`config.mk`:
```
export PLATFORM = sky130hd
export DESIGN_NAME = conv_lbx_ctrl_flat
export DESIGN_NICKNAME = d
export VERILOG_FILES = /design/src/rtl/conv_pkg.sv /design/src/rtl/conv_lbx_ctrl_if.sv /design/src/rtl/conv_lbx_ctrl_dly.sv /design/src/rtl/conv_lbx_ctrl.sv /design/src/flat_wrapper.sv
export SDC_FILE = /design/constraint.sdc
export NUM_CORES = 1
export LEC_CHECK = 0
export CORE_UTILIZATION = 60
export CTS_CLUSTER_DIAMETER = 200
export DETAILED_ROUTE_END_ITERATION = 10
export DONT_BUFFER_PORTS = 1
export MAX_ROUTING_LAYER = met4
export PLACE_DENSITY = 0.83
export SYNTH_ARGS = -nofsm -noshare
export SYNTH_HDL_FRONTEND = slang
export SYNTH_SLANG_ARGS = --single-unit
```
`constraint.sdc`:
```
create_clock -name clk -period 1.9 [get_ports clk]
set_input_delay 0.19 -clock clk [delete_from_list [all_inputs] [get_ports clk]]
set_output_delay 0.19 -clock clk [all_outputs]
set_load 0.01 [all_outputs]
```
`src/rtl/conv_pkg.sv`:
```
// conv_pkg: shared types for the convolution line-buffer path.
//   pixel_t          - one pixel sample
//   LINE_W_MAX       - widest supported line, in pixels
//   COL_W / col_t    - column counter width and type
//   COL_MAX          - LINE_W_MAX as a col_t, for counter compares
//   lbx_ctrl_state_t - line-buffer controller FSM states
package conv_pkg;

  typedef logic [7:0] pixel_t;

  localparam int LINE_W_MAX = 640;
  localparam int COL_W      = $clog2(LINE_W_MAX + 1);

  typedef logic [COL_W-1:0] col_t;

  localparam col_t COL_MAX = col_t'(LINE_W_MAX);

  typedef enum logic [1:0] {
    IDLE,
    FILL,
    RUN
  } lbx_ctrl_state_t;

endpackage

```
`src/rtl/conv_lbx_ctrl_if.sv`:
```
// conv_lbx_ctrl_if: valid-only raster pixel stream into the line-buffer controller.
//   vld - pixel valid (a fire)
//   dat - pixel
//   sof - first pixel of frame, qualified by vld
//   eol - last pixel of line, qualified by vld
// Modports: master drives the stream, slave (the controller) receives it.
interface conv_lbx_ctrl_if;
  import conv_pkg::*;

  logic   vld;
  pixel_t dat;
  logic   sof;
  logic   eol;

  modport master (output vld, output dat, output sof, output eol);
  modport slave  (input  vld, input  dat, input  sof, input  eol);

endinterface

```
`src/rtl/conv_lbx_ctrl_dly.sv`:
```
// conv_lbx_ctrl_dly: LBX_RD_LAT-deep delay line that lines the column
// valid/sof/eol flags and the newest pixel up with the buffer read data.
// Shifts every cycle; all stages clear on asynchronous reset.
//   clk, arst_n                    - clock, async active-low reset
//   vld_i, sof_i, eol_i, dat_i     - column flags and pixel at pop time
//   vld_o, sof_o, eol_o, dat_o     - same, LBX_RD_LAT cycles later
module conv_lbx_ctrl_dly
  import conv_pkg::*;
#(
  parameter int LBX_RD_LAT = 1
) (
  input  logic   clk,
  input  logic   arst_n,
  input  logic   vld_i,
  input  logic   sof_i,
  input  logic   eol_i,
  input  pixel_t dat_i,
  output logic   vld_o,
  output logic   sof_o,
  output logic   eol_o,
  output pixel_t dat_o
);

  logic   vld_p [LBX_RD_LAT];
  logic   sof_p [LBX_RD_LAT];
  logic   eol_p [LBX_RD_LAT];
  pixel_t dat_p [LBX_RD_LAT];

  always_ff @(posedge clk or negedge arst_n) begin
    if (!arst_n) begin
      for (int i = 0; i < LBX_RD_LAT; i++) begin
        vld_p[i] <= 1'b0;
        sof_p[i] <= 1'b0;
        eol_p[i] <= 1'b0;
        dat_p[i] <= '0;
      end
    end else begin
      vld_p[0] <= vld_i;
      sof_p[0] <= sof_i;
      eol_p[0] <= eol_i;
      dat_p[0] <= dat_i;
      for (int i = 1; i < LBX_RD_LAT; i++) begin
        vld_p[i] <= vld_p[i-1];
        sof_p[i] <= sof_p[i-1];
        eol_p[i] <= eol_p[i-1];
        dat_p[i] <= dat_p[i-1];
      end
    end
  end

  assign vld_o = vld_p[LBX_RD_LAT-1];
  assign sof_o = sof_p[LBX_RD_LAT-1];
  assign eol_o = eol_p[LBX_RD_LAT-1];
  assign dat_o = dat_p[LBX_RD_LAT-1];

endmodule

```
`src/rtl/conv_lbx_ctrl.sv`:
```
// conv_lbx_ctrl: line-buffer controller for the 4-line convolution buffer.
// Turns the raster stream into per-line push/pop strobes and a one-hot
// write-line select, tracks frame fill, and emits a column strobe plus the
// newest pixel aligned to the buffer's read data.
//   clk, arst_n        - clock, async active-low reset
//   s_in (slave)       - pixel stream: vld, dat, sof, eol
//   push_o, pop_o      - per-line push/pop to the buffer (combinational)
//   dat_o, sof_o, eol_o- pixel and frame/line marks to the buffer
//   sel_o              - one-hot current write line (registered)
//   col_vld_o, col_new_o, col_sof_o, col_eol_o - column output, +LBX_RD_LAT
//   err_o              - sticky line-width error
// Optional feature: define CONV_LBX_CTRL_CHK_EN to build the line-width
// checker; otherwise err_o is tied low.
module conv_lbx_ctrl
  import conv_pkg::*;
#(
  parameter int LBX_RD_LAT = 1
) (
  input  logic                 clk,
  input  logic                 arst_n,
  conv_lbx_ctrl_if.slave       s_in,
  output logic [3:0]           push_o,
  output logic [3:0]           pop_o,
  output pixel_t               dat_o,
  output logic                 sof_o,
  output logic                 eol_o,
  output logic [3:0]           sel_o,
  output logic                 col_vld_o,
  output pixel_t               col_new_o,
  output logic                 col_sof_o,
  output logic                 col_eol_o,
  output logic                 err_o
);

  lbx_ctrl_state_t state, state_n, state_e;
  logic [3:0] sel, sel_n, sel_e;
  logic [3:0] vlines, vlines_n, vlines_e;
  logic [1:0] row_cnt, row_cnt_n, row_cnt_e;
  logic       first_col, first_col_n;
  logic       restart, acc, col_ld;

  // A sof fire restarts from any state; other fires count only once a frame is open.
  assign restart = s_in.vld & s_in.sof;
  assign acc     = restart | (s_in.vld & (state != IDLE));

  assign dat_o = s_in.dat;
  assign sof_o = s_in.sof & s_in.vld;
  assign eol_o = s_in.eol & s_in.vld;
  assign sel_o = sel;

  always_ff @(posedge clk or negedge arst_n) begin
    if (!arst_n) begin
      state     <= IDLE;
      sel       <= 4'b0001;
      vlines    <= 4'b0000;
      row_cnt   <= 2'd0;
      first_col <= 1'b0;
    end else begin
      state     <= state_n;
      sel       <= sel_n;
      vlines    <= vlines_n;
      row_cnt   <= row_cnt_n;
      first_col <= first_col_n;
    end
  end

  always_comb begin
    // "_e" values: current state with a same-cycle restart already applied.
    state_e     = restart ? FILL    : state;
    sel_e       = restart ? 4'b0001 : sel;
    vlines_e    = restart ? 4'b0000 : vlines;
    row_cnt_e   = restart ? 2'd0    : row_cnt;
    state_n     = state;
    sel_n       = sel;
    vlines_n    = vlines;
    row_cnt_n   = row_cnt;
    first_col_n = first_col;
    push_o      = 4'b0000;
    pop_o       = 4'b0000;
    col_ld      = 1'b0;
    if (acc) begin
      push_o      = sel_e;
      pop_o       = vlines_e & ~sel_e;
      col_ld      = (state_e == RUN);
      state_n     = state_e;
      sel_n       = sel_e;
      vlines_n    = vlines_e;
      row_cnt_n   = row_cnt_e;
      first_col_n = restart | (first_col & ~col_ld);
      if (s_in.eol) begin
        vlines_n  = vlines_e | sel_e;
        sel_n     = {sel_e[2:0], sel_e[3]};
        row_cnt_n = (row_cnt_e == 2'd3) ? 2'd3 : row_cnt_e + 2'd1;
        if ((state_e == FILL) && (row_cnt_e == 2'd2)) begin
          state_n = RUN;
        end
      end
    end
  end

  conv_lbx_ctrl_dly #(
    .LBX_RD_LAT (LBX_RD_LAT)
  ) u_dly (
    .clk    (clk),
    .arst_n (arst_n),
    .vld_i  (col_ld),
    .sof_i  (col_ld & first_col),
    .eol_i  (col_ld & s_in.eol),
    .dat_i  (s_in.dat),
    .vld_o  (col_vld_o),
    .sof_o  (col_sof_o),
    .eol_o  (col_eol_o),
    .dat_o  (col_new_o)
  );

`ifdef CONV_LBX_CTRL_CHK_EN
  // Column position is only consumed by the width checker, so it lives here.
  col_t col_cnt, col_len, cnt_e;
  logic len_vld, len_vld_e, err, err_hit;

  always_comb begin
    cnt_e     = restart ? '0   : col_cnt;
    len_vld_e = restart ? 1'b0 : len_vld;
    err_hit   = 1'b0;
    if (acc) begin
      if (len_vld_e && (s_in.eol ? (cnt_e != col_len) : (cnt_e == col_len))) begin
        err_hit = 1'b1;
      end
      if (cnt_e == COL_MAX) begin
        err_hit = 1'b1;
      end
    end
  end

  always_ff @(posedge clk or negedge arst_n) begin
    if (!arst_n) begin
      col_cnt <= '0;
      col_len <= '0;
      len_vld <= 1'b0;
      err     <= 1'b0;
    end else if (acc) begin
      col_cnt <= s_in.eol ? '0 : ((cnt_e == COL_MAX) ? COL_MAX : cnt_e + col_t'(1));
      if (s_in.eol && !len_vld_e) begin
        col_len <= cnt_e;
        len_vld <= 1'b1;
      end else begin
        len_vld <= len_vld_e;
      end
      err <= (err & ~restart) | err_hit;
    end
  end

  assign err_o = err;
`else
  assign err_o = 1'b0;
`endif

endmodule

```
`src/flat_wrapper.sv`:
```
// flat-port wrapper written by rule: the top's interface ports become plain ports
module conv_lbx_ctrl_flat import conv_pkg::*;
#(
  parameter int LBX_RD_LAT = 1
)
  (clk, arst_n, push_o, pop_o, dat_o, sof_o, eol_o, sel_o, col_vld_o, col_new_o, col_sof_o, col_eol_o, err_o, s_in_vld, s_in_dat, s_in_sof, s_in_eol);
  conv_lbx_ctrl_if s_in_i ();
  input  logic clk;
  input  logic arst_n;
  output logic [3:0] push_o;
  output logic [3:0] pop_o;
  output pixel_t dat_o;
  output logic sof_o;
  output logic eol_o;
  output logic [3:0] sel_o;
  output logic col_vld_o;
  output pixel_t col_new_o;
  output logic col_sof_o;
  output logic col_eol_o;
  output logic err_o;
  input wire logic [$bits(s_in_i.vld)-1:0] s_in_vld;
  input wire logic [$bits(s_in_i.dat)-1:0] s_in_dat;
  input wire logic [$bits(s_in_i.sof)-1:0] s_in_sof;
  input wire logic [$bits(s_in_i.eol)-1:0] s_in_eol;
  assign s_in_i.vld = s_in_vld;
  assign s_in_i.dat = s_in_dat;
  assign s_in_i.sof = s_in_sof;
  assign s_in_i.eol = s_in_eol;
  conv_lbx_ctrl #(.LBX_RD_LAT(LBX_RD_LAT)) u_core (.clk(clk), .arst_n(arst_n), .s_in(s_in_i), .push_o(push_o), .pop_o(pop_o), .dat_o(dat_o), .sof_o(sof_o), .eol_o(eol_o), .sel_o(sel_o), .col_vld_o(col_vld_o), .col_new_o(col_new_o), .col_sof_o(col_sof_o), .col_eol_o(col_eol_o), .err_o(err_o));
endmodule
```
==> impl_metrics.json, run 1 <==
{
  "synthesis.area_sq_um": 1007,
  "initial_antenna_violation_count": 0,
  "nNetsFinal": 110,
  "synth_area_per_cell_sq_um": 10.95,
  "syn_nets": 105,
  "power.total_w": 0.0009624,
  "fp.coreArea_sq_um": 1541,
  "total_die_area_sq_um": 1846,
  "grt_setup_unrepaired": "no",
  "achievable-frequency_ghz": 0.5854,
  "dp_hpwl_microns": 1139,
  "post-route-period-util_pct": 89.90,
  "ys.warnings.count": 0,
  "worst_slew_pin_slew_ps": 1021,
  "critPathRequiredTime_ps": 1710,
  "dpl_worst_slack_ps": 550.8,
  "floorplan.die.width_microns": 42.97,
  "clock_insertion_delay_worst_skew_ps": 300,
  "worst-r2r-cell-count": 3,
  "timing.hold.worst_endpoint": "u_core.vlines[0]",
  "clock_tree.buffer_depth": 2,
  "clock_tree_from_tritoncts": "done",
  "layout.cells.most_common": "sky130_fd_sc_hd__dfrtp_1",
  "worstPathCellList": "or2_4 > nand3_2 > nor3b_1",
  "cp_slowest_stage_delay_ps": 470,
  "final-setup-viol-count": 0,
  "clock_power_share_pct": 22.6,
  "synthTopCellsByArea": "sky130_fd_sc_hd__dfrtp_1 (57%), sky130_fd_sc_hd__buf_4 (7.5%), sky130_fd_sc_hd__a21oi_1 (5.0%)",
  "final_cell_mix": "sky130_fd_sc_hd__dfrtp_1 (23), sky130_fd_sc_hd__a21oi_1 (10), sky130_fd_sc_hd__dlygate4sd3_1 (10)",
  "vdd_drop_max_uv": 457.8,
  "slew_violations": 0,
  "post-synth-top-area-fraction_pct": 57.14,
  "seqPwrFrac_pct": 64.0,
  "critPathCaptureType": "output port",
  "floorplan_row_count": 14,
  "flow.area_growth_from_synthesis_pct": 7.080,
  "place.gp.congestion": 0.8536,
  "post-route-worst-setup-slack_ps": 191.9,
  "power.switching_w": 0.0002647,
  "buffer_ports.inserted": 0,
  "critical_path.n_buffers_inverters": 0,
  "power.static_leakage_nw": 0.4840,
  "drc_errors": 0,
  "grtUsageTotal_pct": 20.56,
  "drv_cap": 0,
  "drt_wl_total_microns": 1742,
  "cts_root_buffer": "sky130_fd_sc_hd__clkbuf_4",
  "utilization_pct": 69.97,
  "power.share.combinational_pct": 13.3,
  "global_route_wire_length_before_repair_microns": 2704,
  "critPathKind": "reg2out",
  "route.detailed.vias_per_inst": 6.205,
  "timing.final.hold_violations": 0,
  "syn-instance-count": 92,
  "portion_of_the_post_synthesis_area_used_by_sequential_elements_pct": 59.75,
  "internal_power_w": 0.0006978,
  "timing.clock.skew_ps": 6.220,
  "slowest_stage": "sky130_fd_sc_hd__dfrtp_1",
  "initial_utilization_pct": 65.34,
  "sw_frac_of_total_pct": 27.50,
  "cts-buffers-inserted": 3,
  "worstSetupStartpointType": "flip-flop",
  "cts.reportedPaths.clkPinSlew_ps": 120,
  "vias_in_the_first_global_route": 652,
  "worst-r2r-setup-slack_ps": 660,
  "globalRoute.totalOverflow": 0,
  "holdCritPathClass": "in2reg",
  "worst-path-max-fanout": 8,
  "yosys_register_bits": 24,
  "regToRegEndpoint": "u_core.row_cnt[0]",
  "post_drt_wl_per_cell_microns": 15.55,
  "detail_route.first_pass.iterations": 5,
  "pin_count": 47,
  "grt_max_degree": 25,
  "route.vias.total": 695,
  "worstReg2RegStart": "u_core.state[0]",
  "holdPathStages": 2,
  "final_period_minus_worst_setup_slack_ps": 1708,
  "worst_slew_margin_rel_pct": 31.68,
  "post_cts_resize_count": 0,
  "critical_path_arrival_ps": 1520,
  "h-tree-depth": 1,
  "postRouteAntennaNets": 0,
  "power.density_cell_area_nw_per_um2": 892.4,
  "run_status": "complete, no violations",
  "synth.distinct_cells": 26,
  "crit_family": "simple AND/OR/NAND/NOR gates",
  "drive_gt1_share_pct": 10.42,
  "synth_largest_area_cell": "sky130_fd_sc_hd__dfrtp_1",
  "die_h_microns": 42.97,
  "first_iter_violations": 25,
  "n_antenna_cell": 0,
  "min-delay-start": "s_in_sof",
  "finalSetupTns_ps": 0,
  "cts.sinks": 24
}
==> area by class of cell <==
| cell class | count | area [sq um] |
|---|---|---|
| Inverter | 5 | 18.77 |
| Clock buffer | 4 | 26.28 |
| Fill cell | 115 | 462.9 |
| Multi-Input combinational cell | 53 | 311.5 |
| Timing Repair Buffer | 10 | 100.1 |
| Tap cell | 16 | 20.02 |
| Sequential cell | 24 | 601.8 |
==> registers in the layout (all words and copies together), names as in the netlist <==
name and flops:
u_core.u_dly.eol_o 1, u_core.first_col 1, u_core.u_dly.sof_o 1, u_core.vlines 4
u_core.row_cnt 2, u_core.u_dly.dat_o 8, u_core.state 2, u_core.u_dly.vld_o 1
u_core.sel_o 4
==> worst register-to-register path, stage by stage (launching register included) <==
cell and delay, ps:
sky130_fd_sc_hd__dfrtp_1 460, sky130_fd_sc_hd__o211ai_1 360, sky130_fd_sc_hd__nor4_1 80, sky130_fd_sc_hd__a311oi_1 240
==> stage by stage <==
| stage | cells | hold slack [ps] | area [sq um] |
|---|---|---|---|
| 2_1_floorplan | 92 | -105.6 | 1007 |
| 3_5_place_dp | 98 | -105.2 | 952.2 |
| 4_1_cts | 112 | 95.61 | 1079 |
| 6_report | 112 | 97.68 | 1079 |
| 5_1_grt | 112 | 91.23 | 1079 |
| 3_3_place_gp | 98 | -105.2 | 952.2 |
==> logic make-up after synthesis <==
kind of cell	after synthesis	synth area share [%]
AO/OA/AOI/OAI	21	13.04
other	1	0.3723
AND/OR/NAND/NOR	31	17.52
buffers and inverters	15	9.317
flip-flops	24	59.75
==> power by group through the flow <==
stage | Clock (W) | Sequential [W] | Combinational (W)
after CTS | 0.000227 | 0.000614 | 0.000129
after global placement | 0 | 0.000622 | 0.0000990
final | 0.000218 | 0.000616 | 0.000128
after detailed placement | 0 | 0.000624 | 0.000102
after floorplan | 0 | 0.000612 | 0.000109
after global routing | 0.000247 | 0.000621 | 0.000143
==> metal layers <==
layer	up-vias	global-route usage (%)	wire, microns
li1	310	-	-
met1	333	27.35	736
met2	48	30.61	823
met3	4	4.255	165
met4	0	9.697	17
met5	-	-	0
==> synth_stat cells <==
master                       n
sky130_fd_sc_hd__nor3b_1     4
sky130_fd_sc_hd__dfstp_2     1
sky130_fd_sc_hd__nor2_1      8
sky130_fd_sc_hd__nor2b_1     1
sky130_fd_sc_hd__inv_1       3
sky130_fd_sc_hd__o22ai_1     1
sky130_fd_sc_hd__a311oi_1    1
sky130_fd_sc_hd__a21oi_1    10
sky130_fd_sc_hd__o211ai_1    1
sky130_fd_sc_hd__o41ai_1     1
sky130_fd_sc_hd__conb_1      1
sky130_fd_sc_hd__nand3_2     1
sky130_fd_sc_hd__nand2_1     8
sky130_fd_sc_hd__a21boi_0    1
sky130_fd_sc_hd__a41oi_1     1
sky130_fd_sc_hd__a2bb2oi_1   1
sky130_fd_sc_hd__o21ai_0     3
sky130_fd_sc_hd__or2_4       1
sky130_fd_sc_hd__nor4_1      1
sky130_fd_sc_hd__inv_2       2
sky130_fd_sc_hd__and4bb_2    1
sky130_fd_sc_hd__buf_4      10
sky130_fd_sc_hd__dfrtp_1    23
sky130_fd_sc_hd__and3_4      1
sky130_fd_sc_hd__and2_1      5
sky130_fd_sc_hd__o211a_1     1
==> worst max-delay path by stage <==
stage / cells after the start / startpoint / slack, ps / endpoint
detailed placement: 3 / u_core.state[1] / 550 / pop_o[3]
finish: 3 / u_core.state[1] / 190 / pop_o[3]
global route: 3 / u_core.state[0] / 130 / pop_o[3]
CTS: 3 / u_core.state[1] / 190 / pop_o[3]
global placement: 3 / u_core.state[1] / 600 / pop_o[3]
floorplan: 3 / u_core.state[0] / 670 / push_o[1]
==> timing repair <==
action | 4_1_cts | 5_1_grt
buffers inserted | 0 | 0
endpoints found under the hold margin | 33 | 0
hold buffers | 10 | 0
Note: power is estimated with default switching activity, not from simulation.
==> run 2: changes to the inputs <==
--- a/config.mk
+++ b/config.mk
@@ -9,8 +9,7 @@
 export CTS_CLUSTER_DIAMETER = 200
 export DETAILED_ROUTE_END_ITERATION = 10
 export DONT_BUFFER_PORTS = 1
-export MAX_ROUTING_LAYER = met4
-export PLACE_DENSITY = 0.83
+export PLACE_DENSITY = 0.76
 export SYNTH_ARGS = -nofsm -noshare
 export SYNTH_HDL_FRONTEND = slang
 export SYNTH_SLANG_ARGS = --single-unit
==> run 2 against run 1 <==
Effect of this change:
- maximum frequency decreased by 0.78%
- via count rose by 2.6%
- total power up 15%
- final area grew 2.4%
- routed wire length is 6.8% higher
- cell count is the same
- largest power group unchanged
==> impl_metrics.json, run 2 (same netlist as run 1, synthesis figures left out) <==
{
  "critPathRequiredTime_ps": 1710,
  "total_die_area_sq_um": 1846,
  "worst_slew_pin_slew_ps": 1031,
  "cts.reportedPaths.clkPinSlew_ps": 120,
  "cts_root_buffer": "sky130_fd_sc_hd__clkbuf_4",
  "grtUsageTotal_pct": 21.88,
  "multi_input_area_sq_um": 311.5,
  "final_cell_mix": "sky130_fd_sc_hd__dfrtp_1 (23), sky130_fd_sc_hd__a21oi_1 (10), sky130_fd_sc_hd__dlygate4sd3_1 (10)",
  "grt_max_degree": 25,
  "vdd_drop_max_uv": 701.0,
  "dp_hpwl_microns": 1190,
  "route.vias.total": 713,
  "cts.repair_timing.setup_buffer_count": 0,
  "clock_insertion_delay_worst_skew_ps": 310,
  "finalSetupTns_ps": 0,
  "buffer_ports.inserted": 0,
  "critical_path.n_buffers_inverters": 0,
  "flow.area_growth_from_synthesis_pct": 9.689,
  "post_cts_resize_count": 0,
  "floorplan_row_count": 14,
  "post-route-period-util_pct": 90.60,
  "critical_path_arrival_ps": 1530,
  "power.static_leakage_nw": 0.4969,
  "worst-path-stages": 3,
  "clock_tree_from_tritoncts": "done",
  "worstSetupStartpointType": "flip-flop",
  "globalRoute.totalOverflow": 0,
  "holdCritPathClass": "in2reg",
  "cp_slowest_stage_delay_ps": 480,
  "worst-r2r-cell-count": 3,
  "cts-buffers-inserted": 3,
  "clock_tree.buffer_depth": 2,
  "vias_in_the_first_global_route": 674,
  "achievable-frequency_ghz": 0.5809,
  "timing.clock.skew_ps": 1.403,
  "initial_utilization_pct": 65.34,
  "n_antenna_cell": 0,
  "layout.cells.most_common": "sky130_fd_sc_hd__dfrtp_1",
  "worstPathCellList": "or2_4 > nand3_2 > nor3b_1",
  "postRouteAntennaNets": 0,
  "critPathCaptureType": "output port",
  "run_status": "complete, no violations",
  "floorplan.die.width_microns": 42.97,
  "final_period_minus_worst_setup_slack_ps": 1721,
  "seq_area_sq_um": 601.8,
  "drive_gt1_share_pct": 11.46,
  "final-setup-viol-count": 0,
  "grt_setup_unrepaired": "no",
  "power.density_cell_area_nw_per_um2": 1000,
  "fp.coreArea_sq_um": 1541,
  "holdPathStages": 2,
  "h-tree-depth": 1,
  "crit_family": "simple AND/OR/NAND/NOR gates",
  "worst_slew_margin_rel_pct": 31.01,
  "cts.sinks": 24,
  "route.detailed.vias_per_inst": 6.366,
  "slowest_stage": "sky130_fd_sc_hd__dfrtp_1",
  "final.fill_count": 110,
  "detail_route.first_pass.iterations": 5,
  "place.gp.congestion": 0.8560,
  "global_route_wire_length_before_repair_microns": 2946,
  "drt_wl_total_microns": 1860,
  "initial_antenna_violation_count": 0,
  "largest_reg_flops": 8,
  "critPathKind": "reg2out",
  "drv_cap": 0,
  "worst-path-max-fanout": 8,
  "nNetsFinal": 110,
  "timing.final.hold_violations": 0,
  "first_iter_violations": 12,
  "utilization_pct": 71.67,
  "die_h_microns": 42.97,
  "slew_violations": 0,
  "pin_count": 47,
  "drc_errors": 0,
  "post_drt_wl_per_cell_microns": 16.61
}
==> run 2: cell count changes in the layout (fill, tap and decap cells not counted), sizes merged <==
cell    change
clkbuf      -1
bufinv      +1
==> run 2: power by group <==
part | switching (W) | internal (W) | total, W
Clock | 0.000147 | 0.000213 | 0.000360
Sequential | 0.0000585 | 0.000558 | 0.000616
Combinational | 0.0000706 | 0.0000583 | 0.000129
==> run 2: area by class of cell <==
cell class                      instances  area share [%]
Sequential cell                        24           54.47
Multi-Input combinational cell         53           28.20
Timing Repair Buffer                   10           9.060
Clock buffer                            3           2.039
Tap cell                               16           1.812
Clock inverter                          1           2.718
Inverter                                5           1.699
==> run 2: layer usage <==
metal | wire length (microns) | global-route usage (%)
met1 | 783 | 27.17
met2 | 871 | 35.15
met3 | 152 | 4.681
met4 | 53 | 12.73
met5 | 0 | 0
==> run 2: through the flow <==
step	instance area (sq um)	std cells	power (W)	setup slack [ps]	hold WS, ps
finish	1105	112	0.001105	178.5	76.56
global placement	952.2	98	0.0007211	586.0	-105.2
detailed placement	952.2	98	0.0007265	542.5	-105.1
floorplan	1007	92	0.0007203	672.2	-105.6
CTS	1105	112	0.001110	173.2	68.62
global route	1105	112	0.001152	37.97	76.31
==> run 2: repair_timing <==
action | CTS | global route
endpoints found under the setup margin | 0 | 0
hold endpoints to repair | 33 | 0
hold buffers | 10 | 0
==> run 2: worst paths after layout <==
path,from,end,slack (ps)
max,u_core.state[1],pop_o[3],180
min,s_in_sof,u_core.vlines[0],80
max reg2reg,u_core.state[0],u_core.row_cnt[0],650
min reg2reg,u_core.first_col,u_core.u_dly.sof_o,490
max in group asynchronous,arst_n,u_core.sel_o[2],790
min in group asynchronous,arst_n,u_core.u_dly.eol_o,490
==> run 2: worst register-to-register path: cells and delay by family (launching register included) <==
kind | cells | cell delay, ps
DFF | 1 | 470
AOI/OAI and AO/OA | 2 | 600
and+or+nand+nor | 1 | 90
==> run 3: changes to the inputs <==
--- a/config.mk
+++ b/config.mk
@@ -5,11 +5,11 @@
 export SDC_FILE = /design/constraint.sdc
 export NUM_CORES = 1
 export LEC_CHECK = 0
-export CORE_UTILIZATION = 60
+export CORE_UTILIZATION = 58
 export CTS_CLUSTER_DIAMETER = 200
 export DETAILED_ROUTE_END_ITERATION = 10
 export DONT_BUFFER_PORTS = 1
-export PLACE_DENSITY = 0.76
+export PLACE_DENSITY = 0.74
 export SYNTH_ARGS = -nofsm -noshare
 export SYNTH_HDL_FRONTEND = slang
 export SYNTH_SLANG_ARGS = --single-unit
==> run 3 against run 2 <==
Effect of this change:
- the run now ends with design-rule violations left
- first-iteration DRC count is 33% higher
- die area is 3.3% higher
- critical path depth stayed put
- sequential share of layout area is 1.3 points higher
- total power is 14% lower
- final area is 2.4% lower
- via count is 6.7% lower
- flip-flop and latch count stayed put
- register-to-register slack worse by 30 ps
- combinational power hardly changed
- cell count stayed put
- critical path type unchanged
- largest cell class unchanged
==> impl_metrics.json, run 3 (same netlist as run 1, synthesis figures left out) <==
{
  "cts.repair_timing.setup_buffer_count": 0,
  "final_period_minus_worst_setup_slack_ps": 1663,
  "fp.coreArea_sq_um": 1559,
  "detail_route.first_pass.iterations": 7,
  "h-tree-depth": 1,
  "failing_checks": "design-rule violations",
  "timing.final.hold_violations": 0,
  "critPathCaptureType": "output port",
  "flow.area_growth_from_synthesis_pct": 7.080,
  "cts_root_buffer": "sky130_fd_sc_hd__clkbuf_4",
  "vdd_drop_max_uv": 598.5,
  "postRouteAntennaNets": 0,
  "power.static_leakage_nw": 0.4840,
  "total_die_area_sq_um": 1907,
  "crit_family": "simple AND/OR/NAND/NOR gates",
  "finalNonFillerCells": 112,
  "seqPwrFrac_pct": 64.3,
  "grt_setup_unrepaired": "no",
  "final-setup-viol-count": 0,
  "nNetsFinal": 110,
  "cts-buffers-inserted": 3,
  "floorplan_row_count": 14,
  "die_h_microns": 43.67,
  "post-route-period-util_pct": 87.51,
  "internal_power_w": 0.0006976,
  "timing.clock.skew_ps": 4.715,
  "power.share.combinational_pct": 13.3,
  "finalSetupTns_ps": 0,
  "floorplan.die.width_microns": 43.67,
  "slew_violations": 0,
  "largest_reg_flops": 8,
  "cts.reportedPaths.clkPinSlew_ps": 120,
  "global_route_wire_length_before_repair_microns": 2580,
  "globalRoute.totalOverflow": 0,
  "holdPathStages": 2,
  "hold_slack_ps": 95.56,
  "route.vias.total": 665,
  "post_drt_wl_per_cell_microns": 14.48,
  "clock_tree_from_tritoncts": "done",
  "n_antenna_cell": 0,
  "critical_path.n_buffers_inverters": 0,
  "slowest_stage": "sky130_fd_sc_hd__dfrtp_1",
  "achievable-frequency_ghz": 0.6015,
  "run_status": "finished, violations left",
  "place.gp.congestion": 0.8695,
  "utilization_pct": 69.18,
  "route.detailed.vias_per_inst": 5.938,
  "drive_gt1_share_pct": 10.42,
  "cp_slowest_stage_delay_ps": 480,
  "worstSetupStartpointType": "flip-flop",
  "first_iter_violations": 16,
  "drv_cap": 0,
  "pin_count": 47,
  "vias_in_the_first_global_route": 571,
  "worst_slew_pin_slew_ps": 1030,
  "initial_utilization_pct": 64.61,
  "sw_frac_of_total_pct": 26.91,
  "worstPathCellList": "or2_4 > nand3_2 > nor3b_1",
  "cts.sinks": 24,
  "critical_path_arrival_ps": 1470,
  "clock_power_share_pct": 22.5,
  "worst-r2r-cell-count": 3,
  "grt_max_degree": 25,
  "final_cell_mix": "sky130_fd_sc_hd__dfrtp_1 (23), sky130_fd_sc_hd__a21oi_1 (10), sky130_fd_sc_hd__dlygate4sd3_1 (10)",
  "critPathKind": "reg2out",
  "initial_antenna_violation_count": 0,
  "placedCellCount": 98,
  "buffer_ports.inserted": 0,
  "drc_errors": 3,
  "worst-path-max-fanout": 8,
  "worst_slew_margin_rel_pct": 31.12,
  "critPathRequiredTime_ps": 1710,
  "power.density_cell_area_nw_per_um2": 884.9,
  "grtUsageTotal_pct": 18.43,
  "clock_insertion_delay_worst_skew_ps": 300,
  "layout.cells.most_common": "sky130_fd_sc_hd__dfrtp_1",
  "power.switching_w": 0.0002568,
  "dpl_worst_slack_ps": 578.3,
  "post-route-worst-setup-slack_ps": 237.4,
  "worst-path-stages": 3,
  "holdCritPathClass": "in2reg",
  "clock_tree.buffer_depth": 2,
  "dp_hpwl_microns": 1085,
  "drt_wl_total_microns": 1622
}
## run 3: cell type report
cell class              instances  area, sq um
flip-flops and latches         24        601.8
repair buffers                 10        100.1
fillers                       124        480.5
well taps                      16        20.02
inverters                       5        18.77
clock buffers                   4        26.28
multi-input cells              53        311.5
## run 3: per-stage QoR
step	power, W	area (sq um)
2_1_floorplan	0.0007203	1007
3_3_place_gp	0.0007218	952.2
3_5_place_dp	0.0007245	952.2
4_1_cts	0.0009637	1069
5_1_grt	0.001010	1079
6_report	0.0009544	1079
## run 3: path summary, 6_finish.rpt
check	slack, ps	endpoint	start
max	240	pop_o[1]	u_core.state[0]
min	100	u_core.vlines[0]	s_in_sof
max reg2reg	620	u_core.row_cnt[0]	u_core.state[0]
min reg2reg	490	u_core.vlines[0]	u_core.vlines[0]
max in group asynchronous	770	u_core.u_dly.dat_o[0]	arst_n
min in group asynchronous	510	u_core.u_dly.eol_o	arst_n
## run 3: timing repair
action | in CTS | in global routing
gates resized for setup | 0 | 0
hold buffers | 9 | 1
hold endpoints to repair | 32 | 1
## run 3: layer usage
metal,routed length [microns],GRT usage (%)
met4,5,5.625
met1,783,26.35
met3,132,5.833
met5,0,0
met2,700,27.16
## run 3: power groups by stage
stage               registers [W]  clock network [W]   logic, W
floorplan                0.000612                  0   0.000109
global placement         0.000622                  0  0.0000997
detailed placement       0.000623                  0   0.000101
CTS                      0.000613           0.000225   0.000126
global route             0.000621           0.000247   0.000142
finish                   0.000613           0.000215   0.000126
